<file path="src/rtl/adc_pkg.sv">
// Shared ADC constants and the offset-binary to two's complement converter.
package adc_pkg;

    localparam int ADC_W = 14;

    localparam logic signed [ADC_W-1:0] SAT_POS = {1'b0, {(ADC_W-1){1'b1}}};
    localparam logic signed [ADC_W-1:0] SAT_NEG = {1'b1, {(ADC_W-1){1'b0}}};

    // Out-of-range samples saturate toward the rail the raw msb points at.
    function automatic logic signed [ADC_W-1:0] ob_to_tc(
        input logic [ADC_W-1:0] raw,
        input logic             otr
    );
        if (otr)
            return raw[ADC_W-1] ? SAT_POS : SAT_NEG;
        return {~raw[ADC_W-1], raw[ADC_W-2:0]};
    endfunction

endpackage

</file>
<file path="src/rtl/adc_skid_fifo.sv">
// Two-entry first-word-fall-through FIFO; accepts push+pop while full.
module adc_skid_fifo #(
    parameter int W = 8
) (
    input  logic         clk,
    input  logic         rst_n,
    input  logic         clr,
    input  logic         push,
    input  logic [W-1:0] din,
    output logic         full,
    input  logic         pop,
    output logic [W-1:0] dout,
    output logic         empty,
    output logic [1:0]   count
);

    logic [W-1:0] mem [2];
    logic         wr_ptr;
    logic         rd_ptr;
    logic [1:0]   cnt;
    logic         do_push;
    logic         do_pop;

    assign empty   = (cnt == 2'd0);
    assign full    = (cnt == 2'd2);
    assign count   = cnt;
    assign dout    = mem[rd_ptr];
    assign do_pop  = pop && !empty;
    assign do_push = push && (!full || do_pop);

    always_ff @(posedge clk or negedge rst_n) begin
        if (!rst_n) begin
            mem[0] <= '0;
            mem[1] <= '0;
            wr_ptr <= 1'b0;
            rd_ptr <= 1'b0;
            cnt    <= 2'd0;
        end else if (clr) begin
            mem[0] <= '0;
            mem[1] <= '0;
            wr_ptr <= 1'b0;
            rd_ptr <= 1'b0;
            cnt    <= 2'd0;
        end else begin
            if (do_push) begin
                mem[wr_ptr] <= din;
                wr_ptr      <= ~wr_ptr;
            end
            if (do_pop)
                rd_ptr <= ~rd_ptr;
            unique case ({do_push, do_pop})
                2'b10:   cnt <= cnt + 2'd1;
                2'b01:   cnt <= cnt - 2'd1;
                default: cnt <= cnt;
            endcase
        end
    end

endmodule

</file>
<file path="src/rtl/adc_capture.sv">
// Dual-channel ADC capture: register, convert, boxcar-decimate, stream out.
module adc_capture
    import adc_pkg::*;
#(
    parameter int N          = ADC_W,
    parameter int DECIM_LOG2 = 2,
    parameter int CNT_W      = 16
) (
    input  logic             CLOCK_50,
    input  logic             reset_n,
    input  logic [N-1:0]     adc_da,
    input  logic [N-1:0]     adc_db,
    input  logic             adc_otr_a,
    input  logic             adc_otr_b,
    input  logic             capture_en,
    input  logic             clear,
    output logic [N-1:0]     out_a,
    output logic [N-1:0]     out_b,
    output logic             out_otr_a,
    output logic             out_otr_b,
    output logic             out_valid,
    input  logic             out_ready,
    output logic [CNT_W-1:0] overrun_cnt
);

    localparam int ACC_W = N + DECIM_LOG2;
    localparam int PH_W  = (DECIM_LOG2 < 1) ? 1 : DECIM_LOG2;
    localparam int FW    = 2 * N + 2;
    localparam logic [PH_W-1:0] PH_LAST = PH_W'((1 << DECIM_LOG2) - 1);

    logic [N-1:0]            s1_da, s1_db;
    logic                    s1_otr_a, s1_otr_b, s1_en;
    logic signed [N-1:0]     s2_a, s2_b;
    logic                    s2_otr_a, s2_otr_b, s2_en;
    logic signed [ACC_W-1:0] acc_a, acc_b;
    logic signed [ACC_W-1:0] sum_a, sum_b;
    logic                    sticky_a, sticky_b;
    logic                    stick_a, stick_b;
    logic [PH_W-1:0]         phase;
    logic                    blk_end;
    logic [N-1:0]            avg_a, avg_b;
    logic                    push_vld;
    logic [FW-1:0]           push_data;
    logic [FW-1:0]           fifo_dout;
    logic                    fifo_full, fifo_empty;
    logic [1:0]              fifo_count;
    logic                    pop_ok, drop;

    assign sum_a   = acc_a + ACC_W'(s2_a);
    assign sum_b   = acc_b + ACC_W'(s2_b);
    assign avg_a   = N'(sum_a >>> DECIM_LOG2);
    assign avg_b   = N'(sum_b >>> DECIM_LOG2);
    assign stick_a = sticky_a | s2_otr_a;
    assign stick_b = sticky_b | s2_otr_b;
    assign blk_end = s2_en && (phase == PH_LAST);

    // A full FIFO only loses the new block if nothing leaves this edge.
    assign pop_ok  = out_ready && (fifo_count != 2'd0);
    assign drop    = push_vld && fifo_full && !pop_ok;

    always_ff @(posedge CLOCK_50 or negedge reset_n) begin
        if (!reset_n) begin
            s1_da       <= '0;
            s1_db       <= '0;
            s1_otr_a    <= 1'b0;
            s1_otr_b    <= 1'b0;
            s1_en       <= 1'b0;
            s2_a        <= '0;
            s2_b        <= '0;
            s2_otr_a    <= 1'b0;
            s2_otr_b    <= 1'b0;
            s2_en       <= 1'b0;
            acc_a       <= '0;
            acc_b       <= '0;
            sticky_a    <= 1'b0;
            sticky_b    <= 1'b0;
            phase       <= '0;
            push_vld    <= 1'b0;
            push_data   <= '0;
            overrun_cnt <= '0;
        end else if (clear) begin
            s1_da       <= '0;
            s1_db       <= '0;
            s1_otr_a    <= 1'b0;
            s1_otr_b    <= 1'b0;
            s1_en       <= 1'b0;
            s2_a        <= '0;
            s2_b        <= '0;
            s2_otr_a    <= 1'b0;
            s2_otr_b    <= 1'b0;
            s2_en       <= 1'b0;
            acc_a       <= '0;
            acc_b       <= '0;
            sticky_a    <= 1'b0;
            sticky_b    <= 1'b0;
            phase       <= '0;
            push_vld    <= 1'b0;
            push_data   <= '0;
            overrun_cnt <= '0;
        end else begin
            s1_da    <= adc_da;
            s1_db    <= adc_db;
            s1_otr_a <= adc_otr_a;
            s1_otr_b <= adc_otr_b;
            s1_en    <= capture_en;
            s2_a     <= ob_to_tc(s1_da, s1_otr_a);
            s2_b     <= ob_to_tc(s1_db, s1_otr_b);
            s2_otr_a <= s1_otr_a;
            s2_otr_b <= s1_otr_b;
            s2_en    <= s1_en;
            push_vld <= blk_end;
            if (blk_end) begin
                push_data <= {stick_a, stick_b, avg_a, avg_b};
                acc_a     <= '0;
                acc_b     <= '0;
                sticky_a  <= 1'b0;
                sticky_b  <= 1'b0;
                phase     <= '0;
            end else if (s2_en) begin
                acc_a    <= sum_a;
                acc_b    <= sum_b;
                sticky_a <= stick_a;
                sticky_b <= stick_b;
                phase    <= phase + 1'b1;
            end
            if (drop && (overrun_cnt != '1))
                overrun_cnt <= overrun_cnt + 1'b1;
        end
    end

    adc_skid_fifo #(
        .W(FW)
    ) u_fifo (
        .clk  (CLOCK_50),
        .rst_n(reset_n),
        .clr  (clear),
        .push (push_vld),
        .din  (push_data),
        .full (fifo_full),
        .pop  (out_ready),
        .dout (fifo_dout),
        .empty(fifo_empty),
        .count(fifo_count)
    );

    assign {out_otr_a, out_otr_b, out_a, out_b} = fifo_dout;
    assign out_valid = !fifo_empty;

endmodule

</file>
<file path="config.mk">
export PLATFORM = sky130hd
export DESIGN_NAME = adc_capture
export DESIGN_NICKNAME = d
export VERILOG_FILES = /design/src/rtl/adc_pkg.sv /design/src/rtl/adc_skid_fifo.sv /design/src/rtl/adc_capture.sv
export SDC_FILE = /design/constraint.sdc
export NUM_CORES = 1
export LEC_CHECK = 0
export CAP_MARGIN = 20
export CORE_UTILIZATION = 58
export DETAILED_ROUTE_END_ITERATION = 10
export PLACE_DENSITY = 0.8
export SYNTH_ARGS = -nofsm -noshare
export SYNTH_HDL_FRONTEND = slang
export SYNTH_HIERARCHICAL = 1
export SYNTH_SLANG_ARGS = --single-unit
</file>
<file path="constraint.sdc">
create_clock -name CLOCK_50 -period 2.5 [get_ports CLOCK_50]
set_input_delay 0.25 -clock CLOCK_50 [delete_from_list [all_inputs] [get_ports CLOCK_50]]
set_output_delay 0.25 -clock CLOCK_50 [all_outputs]
set_load 0.01 [all_outputs]
</file>
After elaboration in Yosys (flattened, before gate mapping) --
Cells that the tools add are included.
Word-level totals: bits in writable memories 0, logic and storage cells 119, register bits 209, memory bits (read-only) 0, output and inout port bits 47, memories kept 0, bits in latches 0
Cells by class: add/subtract/negate cells 6, $lt $le $gt $ge 3, equality and inequality tests 5, mux-type cells 54, $mul 0, divide/modulo/power cells 0, bitwise operators 8, reductions and logical operators 20, shift-type cells 0
Operators with widths (count):
- 30-bit two-way mux | 6
- 14-bit two-way mux | 10
- 16-bit two-way mux | 8
- 60-bit two-way mux | 2
- 60-bit bitwise mux | 1
- 16-bit by 14-bit adder with 16-bit output | 2
- 30-bit demux with 1-bit select | 1
- 1-bit two-way mux | 21
- 16-bit by 1-bit adder with 16-bit output (second input constant) | 1
- 16-bit inequality test (second input constant) | 1
- 2-bit nonzero test | 5
- 1-bit logical AND | 8
- 2-bit two-way mux | 4
- 2-bit == test (second input constant) | 3
- 3-bit nonzero test | 2
- 2-bit by 1-bit adder with 2-bit output (second input constant) | 2
- 2-bit greater-or-equal comparator (second input constant) | 2
- 1-bit inverter | 4
- 1-bit inverter with 2-bit output | 2
- 2-bit case mux with 2 select lines | 1
- 1-bit zero test | 3
- 2-bit by 1-bit == test with 1-bit output (second input constant) | 1
- 2-bit zero test | 1
- 2-bit by 1-bit less-than comparator with 1-bit output (second input constant) | 1
- 3 further kinds | 4

Depth between registers and ports, before layout --
Gate-level depths: netlist of the first run.
word-level depth 8, depth in mapped cells 10

Hierarchy --
Netlist of the first run, hierarchy kept.
Modules (own cells, without submodules):
- adc_capture | cells an instance 631, area an instance 6816.5 sq um, sequential area each 3628.5 sq um, instances 1
- adc_skid_fifo | cells an instance 199, area an instance 2807.7 sq um, sequential area each 1601.5 sq um, instances 1

Worst setup path before layout of the first run --
Ideal clock, no wire load.
path kind register to register, start reg acc_b[0], end reg acc_b[10], setup slack 264 ps, cell stages (with the launch flop) 11, clock period less this slack 2236 ps, buffers on the path 0, data arrival time 2115 ps, setup time 121 ps, path through dfrtp_1 -> ha_1 -> inv_1 -> fa_1 -> nor2b_4 -> o31a_1 -> o21a_2 -> o21bai_4 -> a21oi_2 -> or3_1 -> a32o_2
On the way: word-level cells in the longest chain between the ends 4
RTL lines:
- from (decl) | line adc_capture.sv:35 | logic signed [ACC_W-1:0] acc_a, acc_b;
- from (signal assigned) | line adc_capture.sv:121 | acc_b <= sum_b;
- 16-bit by 14-bit adder with 16-bit output | line adc_capture.sv:50 | assign sum_b = acc_b + ACC_W'(s2_b);
- 16-bit two-way mux | line adc_capture.sv:119 | end else if (s2_en) begin
- 16-bit two-way mux | line adc_capture.sv:112 | if (blk_end) begin
- 16-bit two-way mux | line adc_capture.sv:81 | end else if (clear) begin
No other way between the ends. The select of a mux whose other input is x is not followed. A chain may end at the register's enable or synchronous reset.

Worst setup path after layout of the first run --
start reg acc_b[0], end reg push_data[8]
On the way: word-level cells in the longest chain between the ends 3
RTL lines:
- 16-bit by 14-bit adder with 16-bit output | line adc_capture.sv:50
- 30-bit two-way mux | line adc_capture.sv:112
- 30-bit two-way mux | line adc_capture.sv:81
- to (signal assigned) | line adc_capture.sv:113 | push_data <= {stick_a, stick_b, avg_a, avg_b};
- to (decl) | line adc_capture.sv:43 | logic [FW-1:0] push_data;
No other way between the ends. The select of a mux whose other input is x is not followed.

==> results of run 1 <==
## sequential cells by signal (all words and copies together), names as in the netlist
| register | cells |
|---|---|
| u_fifo/mem | 60 |
| push_data | 30 |
| acc_a | 16 |
| acc_b | 16 |
| overrun_cnt | 16 |
| s1_da | 14 |
| s1_db | 14 |
| s2_a | 14 |
| s2_b | 14 |
| phase | 2 |
| u_fifo/count | 2 |
| push_vld | 1 |
| s1_en | 1 |
| s1_otr_a | 1 |
| s1_otr_b | 1 |
| s2_en | 1 |
| s2_otr_a | 1 |
| s2_otr_b | 1 |
| sticky_a | 1 |
| sticky_b | 1 |
| u_fifo/rd_ptr | 1 |
| u_fifo/wr_ptr | 1 |
## worst paths after layout
kind	from	end	slack, ns	cells past startpoint
worst max-delay path	acc_b[0]$_DFFE_PN0P_	push_data[8]$_DFFE_PN0P_	0.13	10
worst min-delay path	clear	u_fifo/rd_ptr$_DFFE_PN0P_	0.15	2
worst max register to register	acc_b[0]$_DFFE_PN0P_	push_data[8]$_DFFE_PN0P_	0.13	10
worst min register to register	s1_db[13]$_DFF_PN0_	s2_b[13]$_DFF_PN0_	0.43	1
max in group asynchronous	reset_n	u_fifo/mem[25]$_DFFE_PN0P_	1.45	3
min in group asynchronous	reset_n	overrun_cnt[2]$_DFFE_PN0P_	0.29	2
## critical path: stages (launching register included)
cell and delay [ns]:
dfrtp_1 0.38, ha_1 0.21, inv_2 0.07, fa_2 0.23, nor2b_4 0.05, o31a_1 0.25
o21a_2 0.23, o21bai_4 0.14, a21oi_2 0.07, or3_1 0.33, a32o_2 0.28
## power groups by stage
stage / sequential, mW / clock, mW / combinational (mW)
floorplan: 3.53 / 0 / 0.224
global placement: 3.54 / 0 / 0.390
detailed placement: 3.54 / 0 / 0.403
CTS: 3.48 / 3.04 / 0.407
global route: 3.48 / 3.18 / 0.450
finish: 3.48 / 3.00 / 0.402
## kinds of logic (layout without fill, tap and decap cells)
| kind of cell | count (synthesis) | count (layout) |
|---|---|---|
| adders and majority gates | 34 | 34 |
| DFF | 209 | 209 |
| AOI/OAI and AO/OA | 239 | 239 |
| muxes | 36 | 36 |
| and+or+nand+nor | 214 | 214 |
| xor gates and xnor gates | 40 | 40 |
| buffers and inverters | 58 | 148 |
## cell type report
cell class,instances,share of cell area
clock buffers,26,0.0507
clock inverters,9,0.00696
inverters,11,0.00365
multi-input cells,563,0.364
flip-flops and latches,209,0.462
well taps,216,0.0239
repair buffers,102,0.0890
## routing by layer
metal	vias to the layer above	track usage	wire, um
met2	181	0.392	9280
met5	-	0	0
met4	0	0.0676	281
li1	3128	-	-
met1	3291	0.372	9620
met3	24	0.0326	873
## stage by stage
stage                     utilization  cells  power [mW]
after floorplan                     -    830        3.75
after global placement          0.662   1098        3.93
after detailed placement        0.662   1098        3.94
after CTS                       0.704   1134        6.92
after global routing            0.705   1136        7.12
final                           0.705   1136        6.88
## placed cells by master, fill, tap and decap left out, types with 3 or more instances in the layout
cell type        netlist  routed
nand2_1               49      49
a21o_1                16      16
a22o_2                27      27
nor2_1                39      39
a21oi_1               58      57
mux2i_1                5       4
or2_2                  4       4
clkinv_2               0       5
or3_1                  3       3
buf_12                 0       3
nand2b_1              30      30
o21ai_0               31      31
clkbuf_8               1       4
a211oi_1               3       3
nand4_1               11      11
and3_1                 7       7
ha_1                  32      32
nor3_1                 5       5
clkbuf_16              0      21
a22o_1                71      71
mux2_2                31      31
dfrtp_1              209     209
xnor2_1               19      19
nand3_1               10      10
inv_1                 10       9
nor2b_1               46      46
o21a_1                 3       3
xor2_1                21      21
clkdlybuf4s50_1        0      79
buf_4                  5      16
a21oi_2                2       3
## what timing repair did
action / in CTS / in global routing
endpoints found under the hold margin: 58 / 0
setup endpoints to repair: 0 / 5
hold buffers: 1 / 0
gates resized for setup: 0 / 4
setup buffers: 0 / 1
==> results.json, run 1 <==
{
  "ys_types": 63,
  "crit_path_end_kind": "flop",
  "worstSkewPairLatency_ns": 0.49,
  "dominantRegCellSynth": "dfrtp_1",
  "die_width_um": 131,
  "synth_top_family_by_area": "compound AO/OA/AOI/OAI gates",
  "viasPerCell": 5.83,
  "synth_area_leaders": "dfrtp_1 54%, a22o_1 6.5%, ha_1 4.2%",
  "antenna_cells": 0,
  "core_area_um2": 16100,
  "grt_pass1_vias": 6691,
  "slew-limit-headroom": 0.248,
  "p_switching_mw": 1.54,
  "leakagePower_nw": 5.34,
  "cts.sinks": 209,
  "area_delta_synth_final_pct": 17.7,
  "cts_inserted_buffers": 21,
  "fin_setup_tns_ns": 0,
  "fillers": 1110,
  "combinationalPowerShare": 0.058,
  "synth-simple-area-share": 0.117,
  "cp.arrival_ns": 2.74,
  "place.gp.congestion": 0.832,
  "synth_compound_area_frac": 0.185,
  "drt-initial-drc-count": 388,
  "htreeDepth": 1,
  "p_int_mw": 5.33,
  "post_synth_xor_area_fraction": 0.0364,
  "vdd_drop_max_v": 0.000497,
  "place_area_um2": 10600,
  "holdWs_ns": 0.152,
  "cp-start-kind": "flop",
  "clockPowerShare": 0.436,
  "root_buffer": "clkbuf_16",
  "fin_nets": 977,
  "drc": 0,
  "switching_share": 0.225,
  "die_y_um": 131,
  "ant_nets": 0,
  "hpwlAfterDp_mm": 13.7,
  "synth_edf_count": 0,
  "ff_latch_area_um2": 5230,
  "hold_path.class": "in -> reg",
  "die_area_um2": 17100,
  "yosysSeqAreaShare": 0.543,
  "grt_usage": 0.251,
  "multiInputGateArea_um2": 4120,
  "rows": 46,
  "grt_max_degree": 82,
  "portBuffers": 81,
  "antenna_found_initial": 0,
  "syn_nets": 899,
  "path_max_fanout": 3,
  "worstSetupPathType": "reg -> reg",
  "outcome": "finished, final reports clean",
  "powerDensity_nw_per_um2": 607,
  "syn_inst": 830,
  "drive_gt1_frac": 0.151,
  "first_pass_iters": 4,
  "synthAdderAreaFrac": 0.0458,
  "min_period_over_period": 0.948,
  "slew_violations": 0,
  "synthMuxAreaShare": 0.0415,
  "syn_avg_cell_area_um2": 11.6,
  "hold_violations": 0,
  "num_io_pins": 82,
  "yosysTopAreaCellShare": 0.543,
  "start_util": 0.599,
  "async_flop_share": 1.00,
  "cts_tree": "built",
  "yosys_warnings": 6,
  "cts.path.max_buffers": 3,
  "clk_pin_slew_worst_paths_ns": 0.06,
  "rsz0062_at_grt": "false",
  "grt_pass1_wl_mm": 33.6,
  "totalWireLength_mm": 20.1,
  "critical_path_required_ns": 2.87,
  "vias": 6624,
  "yosysMostFrequentCell": "dfrtp_1",
  "max_slew.worst_pin.slew_ns": 1.12,
  "skew_ns": 0.00761,
  "synth_seq_cells": 209,
  "p_seq_frac": 0.506,
  "fmax_mhz": 422,
  "preCtsSetupSlack_ns": 0.0944,
  "min_period_ns": 2.37,
  "wl_per_cell_um": 17.7,
  "fin_ws_ns": 0.129,
  "setup_viol": 0,
  "overflow": 0,
  "synth_top_cell_by_area": "dfrtp_1",
  "syn_area_um2": 9620,
  "final_cell_area_um2": 11300,
  "synth_common_cells": "209 x dfrtp_1, 71 x a22o_1, 58 x a21oi_1",
  "cap_viol_max_count": 0
}
No activity file was read; power rests on OpenSTA's default activity.
==> run 2, diff against run 1 <==
- CTS_CLUSTER_DIAMETER: not set -> 100
==> results of run 2 <==
Same layout as run 1: the final DEF is identical, and so are final timing and power.
==> patch (settings of run 1) <==
Register the output `overrun_cnt` once more; this adds one clock of latency there. The other outputs are not delayed to match.
--- a/src/rtl/adc_capture.sv
+++ b/src/rtl/adc_capture.sv
@@ -27,6 +27,8 @@
     localparam int PH_W  = (DECIM_LOG2 < 1) ? 1 : DECIM_LOG2;
     localparam int FW    = 2 * N + 2;
     localparam logic [PH_W-1:0] PH_LAST = PH_W'((1 << DECIM_LOG2) - 1);
+
+    logic [CNT_W-1:0] overrun_cnt_s0;
 
     logic [N-1:0]            s1_da, s1_db;
     logic                    s1_otr_a, s1_otr_b, s1_en;
@@ -77,7 +79,7 @@
             phase       <= '0;
             push_vld    <= 1'b0;
             push_data   <= '0;
-            overrun_cnt <= '0;
+            overrun_cnt_s0 <= '0;
         end else if (clear) begin
             s1_da       <= '0;
             s1_db       <= '0;
@@ -96,7 +98,7 @@
             phase       <= '0;
             push_vld    <= 1'b0;
             push_data   <= '0;
-            overrun_cnt <= '0;
+            overrun_cnt_s0 <= '0;
         end else begin
             s1_da    <= adc_da;
             s1_db    <= adc_db;
@@ -123,8 +125,8 @@
                 sticky_b <= stick_b;
                 phase    <= phase + 1'b1;
             end
-            if (drop && (overrun_cnt != '1))
-                overrun_cnt <= overrun_cnt + 1'b1;
+            if (drop && (overrun_cnt_s0 != '1))
+                overrun_cnt_s0 <= overrun_cnt_s0 + 1'b1;
         end
     end
 
@@ -146,5 +148,9 @@
     assign {out_otr_a, out_otr_b, out_a, out_b} = fifo_dout;
     assign out_valid = !fifo_empty;
 
+    always_ff @(posedge CLOCK_50) begin
+        overrun_cnt <= overrun_cnt_s0;
+    end
+
 endmodule
 
Behaviour: no difference found for any inputs over 4 cycles, from zero or initial values and one cycle with reset_n low; that may be too few to reach the edited logic, so the function may still have changed.
==> patch against run 1 <==
- maximum frequency grew 5.3%
- synthesized area grew 5.8%
- sequential cell count up 16
- cell area is 6.0% higher
- synthesized cell count up 6.9%
- power increased by 12%
- routed wire length rose by 2.0%
- utilization shrank 0.86 points
- worst setup slack gained 120 ps
- cell count increased by 6.0%
- critical path type unchanged
- critical endpoint is now push_data[24]
- largest cell class unchanged
==> patch: results (changes against run 1) <==
| Metric | Value |
|---|---|
| Skew-Pair Late Insertion Delay | 510 ps (+20 ps) |
| Cell variety after synth | 70 (+11%) |
| Crit path max fanout | 4 (+1) |
| Slew @ Worst Pin | 738 ps (-387 ps) |
| Sequential fraction of the synthesis area | 54.5% (+0.16 points) |
| Final Skew | 13.1 ps (+5.53 ps) |
| Status | completed |
| Iter 0 DRT Violations | 368 (-5.2%) |
| Post-CTS resize count | 0 (unchanged) |
| Syn_nets | 956 (+6.3%) |
| H-tree levels | 1 (unchanged) |
| Async SR Flop Fraction | 92.9% (-7.1 points) |
| # fillers | 1229 (+11%) |
| First-pass GRT wire length | 34.9 mm (+3.9%) |
| Switching power share of the total | 21.9% (-0.52 points) |
| GRT Overall Usage | 23.8% (-1.3 points) |
| Post-Route M1 WL | 10.1 mm (+4.6%) |
| Logic power comb | 435 uW (+8.2%) |
| Total Wirelength | 20.5 mm (+2.0%) |
| Top cells by area, synth | dfrtp_1 (51%), a22o_1 (5.4%), ha_1 (3.9%) |
| Inserted Clock Buffers | 23 (+9.5%) |
| Initial antenna violation count | 0 (unchanged) |
| Clk pin slew, worst setup/hold paths | 60 ps (about the same) |
| Mean post-synth cell area | 11.5 um^2 (-0.99%) |
| Met1 Usage GRT | 37.1% (-0.12 points) |
| Met2 Resource Use GR | 36.0% (-3.1 points) |
| Clock buffers and inverters, area share | 6.52% (+0.76 points) |
| Area of the multi-input gates | 0.00435 mm^2 (+5.5%) |
| Routed WL per cell | 17.0 um (-3.7%) |
| #MultiIn Comb | 598 (+6.2%) |
| DR WL met2 | 9.06 mm (-2.4%) |
| Nets@finish | 1032 (+5.6%) |
| Seq group | 3740 uW (+7.5%) |
| Synth Warn # | 6 (unchanged) |
| GP Congestion | 0.903 (+8.6%) |
| Antenna Diode Count | 0 (unchanged) |
| Share of cells above drive strength 1 | 14.4% (-0.71 points) |
| Largest net degree at the start of global routing | 85 (+3.7%) |
| Vias in the first global route | 6839 (+2.2%) |
| Met3 Usage GRT | 3.08% (-0.18 points) |
| Dpl hpwl | 13.6 mm (-0.30%) |
| Data buffer area share | 8.28% (-0.61 points) |
| VDD IR max | 0.540 mV (+8.5%) |
| Register-to-Register Path Depth | 9 (-1) |
| Required @ worst endpoint | 2900 ps (+30 ps) |
| Sequential share of cell area | 46.2% (about the same) |
| # clk buffers | 29 (+12%) |
| Synth top cells by count | dfrtp_1 (209), a22o_1 (63), a21oi_1 (58) |
| Dpl cells | 1162 (+5.8%) |
| Invs w/o clock | 13 (+2) |
| Clock sink count | 225 (+7.7%) |
| Non-clk bufs | 102 (unchanged) |
| Clk root buf | clkbuf_16 |
| DR WL met3 | 1.04 mm (+19%) |
| Routed vias/inst | 5.86 (+0.43%) |
| Leakage | 0.00556 uW (+4.2%) |
| Hold Crit Class | in2reg |
==> patch: changes by cell type in the layout (fill, tap and decap cells not counted), moves of 5 or more <==
| cell | delta |
|---|---|
| dfxtp_1 | +16 |
| a22o_1 | -8 |
| o21ai_0 | +7 |
| a22oi_1 | +6 |
| nor3_1 | +6 |
| o31ai_1 | +6 |
| o21a_1 | +5 |
| xor2_1 | -5 |
==> patch: cells by family after synthesis <==
kind of cell	Yosys count	share of synthesized area, %
AO/OA/AOI/OAI	260	19.1
flip-flops	225	54.5
AND/OR/NAND/NOR	232	12.1
adder cells (fa/ha/maj)	34	4.32
XOR/XNOR	35	3.01
buffers and inverters	64	2.99
multiplexers	37	4.01
==> patch: critical path: stages (launching register included) <==
cell     delay [ps]
dfrtp_1         380
ha_1            200
inv_1            80
fa_1            260
nor2b_4          60
o31a_1          290
o31ai_2         370
o21ai_1         120
xor2_1          160
a22o_1          230
==> patch: through the flow <==
step | utilization, % | total power [uW] | cell area [um^2] | worst slack [ps] | hold slack (ps)
detailed placement | 65.1 | 4240 | 11200 | 265 | 247
finish | 69.7 | 7670 | 12000 | 248 | 130
CTS | 69.7 | 7740 | 12000 | 260 | 120
global route | 69.7 | 7950 | 12000 | 88.2 | 164
global placement | 65.1 | 4230 | 11200 | 339 | 242
floorplan | - | 4040 | 10200 | 441 | -45.6
==> patch: final timing paths <==
path,start,to,slack [ps]
setup / recovery,acc_a[0],push_data[24],250
setup reg to reg,acc_a[0],push_data[24],250
hold reg to reg,s1_da[13],s2_a[13],410
hold / removal,clear,u_fifo/rd_ptr,130
max in group asynchronous,reset_n,s2_b[1],1420
min in group asynchronous,reset_n,u_fifo/mem[52],260
==> patch: repair_timing <==
action / 4_1_cts / 5_1_grt
endpoints found under the hold margin: 56 / 0
buffers inserted: 0 / 0
hold buffers: 1 / 0
